$ cat src/rtl/seq_pkg.sv
// rtl/seq_pkg.sv - shared constants and state type for the LDW/SDW pair sequencer
package seq_pkg;

  localparam logic [5:0]  OP_LDW   = 6'b000110;
  localparam logic [5:0]  OP_SDW   = 6'b000111;
  localparam logic [13:0] IMM_STEP = 14'd4;

  typedef enum logic {
    ST_IDLE   = 1'b0,
    ST_SECOND = 1'b1
  } seq_state_e;

  function automatic logic is_pair_op(input logic [5:0] op);
    return (op == OP_LDW) || (op == OP_SDW);
  endfunction

endpackage

$ cat src/rtl/ldw_sdw_sequencer.sv
// rtl/ldw_sdw_sequencer.sv - splits LDW/SDW into two micro-ops (rd/imm, rd+1/imm+4)
// Single ops pass straight through; paired ops hold fetch for one cycle.
module ldw_sdw_sequencer
  import seq_pkg::*;
(
  input  logic        clk,
  input  logic        reset,
  input  logic        instr_valid,
  input  logic [5:0]  opcode,
  input  logic [3:0]  rd_in,
  input  logic [13:0] imm_in,
  input  logic        stall_in,
  input  logic        flush_in,
  output logic        uop_valid,
  output logic        uop_second,
  output logic [3:0]  rd_out,
  output logic [13:0] imm_out,
  output logic        fetch_hold,
  output logic        odd_rd_exc,
  output logic        imm_wrap
);

  seq_state_e  state;
  logic [3:0]  rd_lat;
  logic [13:0] imm_lat;
  logic        wrap_lat;
  logic        exc_done;

  logic        pair_op;
  logic        start_pair;
  logic        exc_fire;
  logic [14:0] imm_sum;

  assign pair_op    = instr_valid && is_pair_op(opcode);
  assign start_pair = (state == ST_IDLE) && pair_op && !rd_in[0];
  // exc_done suppresses a repeat pulse while an odd-rd pair sits stalled in decode
  assign exc_fire   = (state == ST_IDLE) && pair_op && rd_in[0] && !exc_done;
  assign imm_sum    = {1'b0, imm_in} + {1'b0, IMM_STEP};

  always_ff @(posedge clk or posedge reset) begin
    if (reset) begin
      state    <= ST_IDLE;
      rd_lat   <= 4'd0;
      imm_lat  <= 14'd0;
      wrap_lat <= 1'b0;
      exc_done <= 1'b0;
    end else if (flush_in) begin
      state    <= ST_IDLE;
      exc_done <= 1'b0;
    end else if (stall_in) begin
      if (exc_fire) begin
        exc_done <= 1'b1;
      end
    end else begin
      exc_done <= 1'b0;
      if (state == ST_IDLE) begin
        if (start_pair) begin
          state    <= ST_SECOND;
          rd_lat   <= rd_in + 4'd1;
          imm_lat  <= imm_sum[13:0];
          wrap_lat <= imm_sum[14];
        end
      end else begin
        state <= ST_IDLE;
      end
    end
  end

  // Outputs are combinational so single ops see zero added latency; reset forces all to 0
  always_comb begin
    uop_valid  = 1'b0;
    uop_second = 1'b0;
    rd_out     = 4'd0;
    imm_out    = 14'd0;
    fetch_hold = 1'b0;
    odd_rd_exc = 1'b0;
    imm_wrap   = 1'b0;
    if (!reset) begin
      if (state == ST_SECOND) begin
        uop_valid  = !flush_in;
        uop_second = !flush_in;
        rd_out     = rd_lat;
        imm_out    = imm_lat;
        imm_wrap   = wrap_lat && !flush_in;
      end else begin
        rd_out  = rd_in;
        imm_out = imm_in;
        if (!flush_in) begin
          if (pair_op) begin
            uop_valid  = !rd_in[0];
            fetch_hold = !rd_in[0];
            odd_rd_exc = exc_fire;
          end else begin
            uop_valid = instr_valid;
          end
        end
      end
    end
  end

endmodule

$ cat config.mk
export PLATFORM = sky130hd
export DESIGN_NAME = ldw_sdw_sequencer
export DESIGN_NICKNAME = d
export VERILOG_FILES = /design/src/rtl/seq_pkg.sv /design/src/rtl/ldw_sdw_sequencer.sv
export SDC_FILE = /design/constraint.sdc
export NUM_CORES = 1
export LEC_CHECK = 0
export CORE_MARGIN = 2
export CORE_UTILIZATION = 50
export DETAILED_ROUTE_END_ITERATION = 10
export DONT_BUFFER_PORTS = 1
export PLACE_DENSITY_LB_ADDON = 0.25
export SKIP_CTS_REPAIR_TIMING = 1
export SLEW_MARGIN = 0
export SYNTH_ARGS = -nofsm -noshare
export SYNTH_HDL_FRONTEND = slang
export SYNTH_SLANG_ARGS = --single-unit
$ cat constraint.sdc
create_clock -name clk -period 1.2 [get_ports clk]
set_input_delay 0.18 -clock clk [delete_from_list [all_inputs] [get_ports clk]]
set_output_delay 0.18 -clock clk [all_outputs]
set_load 0.005 [all_outputs]
==> key figures <==
STA
  • Finish-stage setup viols: 43
  • Relative slew margins: between 70% and 80%
  • RSZ-0062 raised after global routing: true
  • Final worst-path cycle share: 128%
  • Fmax: between 0.6 and 0.7 GHz
  • Hold Fails Final Rpt: 1
  • Hold Slack: -0.00339 ns
  • PnR worst setup slack: -0.338 ns
  • Clock Skew: 0.00114 ns
  • Max Slew Vio Count: 0
  • Worst slew pin tran: between 0.3 and 0.4 ns
  • Final Critical Period: approximately 1.5 ns

Global route
  • M1 GR Usage: 24.8%
  • Vias in the first global route: 1071
  • Initial antenna violation count: 0
  • Global-route wire length before repair: 4950 um
  • Met3 Track Usage GR: 6.45%
  • Overflow after GRT: 0
  • Largest net degree at the start of global routing: 22
  • Gr usage total: 19.6%
  • Met2 usage: 33.1%
  • Most heavily used metal layer in global routing: met2

Final layout
  • Final Cell Area: 0.00161 mm^2
  • Core Util, Final: ~60%
  • Share of layout cells above drive strength 1: 22.1%
  • Multi-input gate area: 807 um^2
  • Syn-to-layout area delta: 17.0%
  • Layout fillers: 250
  • Ant diodes: 0
  • Final nets: between 150 and 200
  • Storage cell area: 526 um^2

Logic synthesis
  • Synth Instances: 146
  • Largest area contributor in the netlist: dfrtp_1
  • Syn nets: about 180
  • Unique masters post-synth: 31
  • Top-area cell type share of the netlist area: 38.1%
  • Yosys reg bits: 21
  • Syn avg cell area: around 9.5 um^2
  • Yosys warnings: 0
  • Top cells by area, synth: dfrtp_1, mux2i_1, nor2_1, xnor2_1, nand2_1
  • Post-synthesis instance area: 0.00138 mm^2
  • Register area share after synthesis: 38.1%

Floorplan
  • Boundary Pins: 52
  • Core region area: 0.00269 mm^2
  • Cell Rows: 19
  • Full die area: approximately 0.0032 mm^2
  • Die Ht: ~57 um
  • Initial Util: between 50% and 60%
  • DIE WIDTH: 56.5 um

Detailed routing
  • Total Wirelength: 3010 um
  • Number of routed nets with antenna violations: 0
  • Via-per-instance ratio: 5.65
  • Pre-antenna DRT Iters: 4
  • DRC Markers: 0
  • Via count: 1096
  • DR iter-0 viols: 26
  • Routed WL per cell: 15.5 um

Power and ir drop
  • P_leak: 0.000695 uW
  • PD cells: 798 mW/mm^2
  • Clk pwr share: 27.6%
  • Sequential Power Share: between 50% and 60%
  • Sw frac: around a quarter
  • Switching power: 326 uW
  • Maximum vdd drop: between 0.9 and 1 mV
  • Int Power: 962 uW
  • Combinational power share: 13.7%

Place
  • Port bufs: 0
  • Detailed Place HPWL: 2230 um
  • RePlAce Congestion: approximately 0.77
  • Dpl cell area: 0.00147 mm^2
  • Dpl ws: -0.110 ns

Worst setup path
  • Crit Path Max Fanout: 4
  • Crit Path Category: register to primary output
  • Reg-to-Reg End: imm_lat[10]$_DFFE_PP0P_
  • Startpoint types: register
  • Required @ worst endpoint: 1.02 ns
  • R2R depth: 6
  • Worst R2R Start: state$_DFFE_PP0N_
  • Crit path arrival time: 1.36 ns
  • Critical Path End Type: primary output
  • R2r setup slk: -0.24 ns
  • Worst Setup SP: state$_DFFE_PP0N_

Status
  • Failing checks: hold timing, setup timing
  • Status: finished with violations

CTS
  • Htree depth: 1
  • Longest Clk Path Bufs: 2
  • CTS tree: yes
  • CTS root buf: clkbuf_4
  • Inserted Clock Buffers: 3
  • CTS Sinks: 21
  • Clk_lat worst skew: 0.31 ns
  • Clk pin slew, worst setup/hold paths: about 0.12 ns

Min path
  • Hold/Removal Path Class: input port to register
  • Worst hold path startpoint: stall_in
  • WHS Endpoint: state$_DFFE_PP0N_
  • Hold depth: 2

Run
  • Maxcap violations: 0
[kinds of logic after synthesis]
family,synth area share (%)
multiplexers,19.6
buffers and inverters,4.26
adder cells (fa/ha/maj),1.81
AO/OA/AOI/OAI,4.35
XOR/XNOR,6.98
flip-flops,38.1
AND/OR/NAND/NOR,24.9
[power by group through the flow]
stage               clock network [uW]  registers [uW]  logic, uW
global route                       393             759        203
floorplan                            0             763        136
global placement                     0             766        155
CTS                                368             756        160
detailed placement                   0             770        159
finish                             355             755        177
[cells in the mapped netlist (all sizes together)]
cell type  count
o21ai         10
nor3b          1
nand2         16
xnor2          7
and3b          2
mux2i         18
a21oi          2
nor3           3
clkbuf         2
nor2          22
nand3          5
nand4b         1
nand4          4
xor2           4
ha             2
nand2b         1
buf            7
inv            1
and3           4
dfrtp         21
and2           2
mux2           7
and4b          2
and4           1
nand3b         1
[layer usage]
layer	vias up	wire, um
li1	534	-
met1	535	1270
met2	25	1560
met3	2	153
met4	0	15
met5	-	0
[per-stage QoR]
| stage | hold slack [ns] | std cells | setup TNS (ns) | power (uW) |
|---|---|---|---|---|
| after global routing | 0.00890 | 194 | -11.68 | 1360 |
| after floorplan | 0.250 | 146 | -0.475 | 899 |
| after detailed placement | 0.0711 | 181 | -1.55 | 929 |
| final | -0.00339 | 194 | -8.89 | 1290 |
| after global placement | 0.0654 | 181 | -1.14 | 921 |
| after CTS | -0.278 | 185 | -7.43 | 1280 |
[final cells by class]
type | count | share of cell area (%)
tap | 31 | 2.40
inverter | 1 | 0.233
sequential | 21 | 32.6
clock inverter | 1 | 0.465
clock buffer | 3 | 1.40
multi-input combinational | 115 | 50.0
timing repair buffer | 22 | 12.9
[worst max-delay path, cell delays in order, from the launching register on]
cell and delay (ns):
dfrtp_1 0.43, and3b_4 0.31, buf_6 0.10, and4b_1 0.21
[placed cells by master (no fill, tap or decap), drive strengths merged, types with 5 or more instances in the layout]
master,n
dlygate4sd3,6
xnor2,7
nor2,22
dfrtp,21
buf,16
mux2,7
nand2,16
mux2i,18
nand3,5
o21ai,10
[worst max path at each step]
stage                               to  slack [ns]  depth (start not counted)
2_1_floorplan  imm_lat[11]$_DFFE_PP0P_       -0.15                          4
3_3_place_gp   imm_lat[10]$_DFFE_PP0P_       -0.09                          5
3_5_place_dp   imm_lat[10]$_DFFE_PP0P_       -0.11                          5
4_1_cts                     odd_rd_exc       -0.36                          3
5_1_grt                     odd_rd_exc       -0.37                          3
6_report                    odd_rd_exc       -0.34                          3
[flip-flops by register name (all words and copies together) (netlist names)]
register  count
rd_lat        4
wrap_lat      1
imm_lat      14
state         1
exc_done      1
Note: power is estimated with default switching activity, not from simulation.
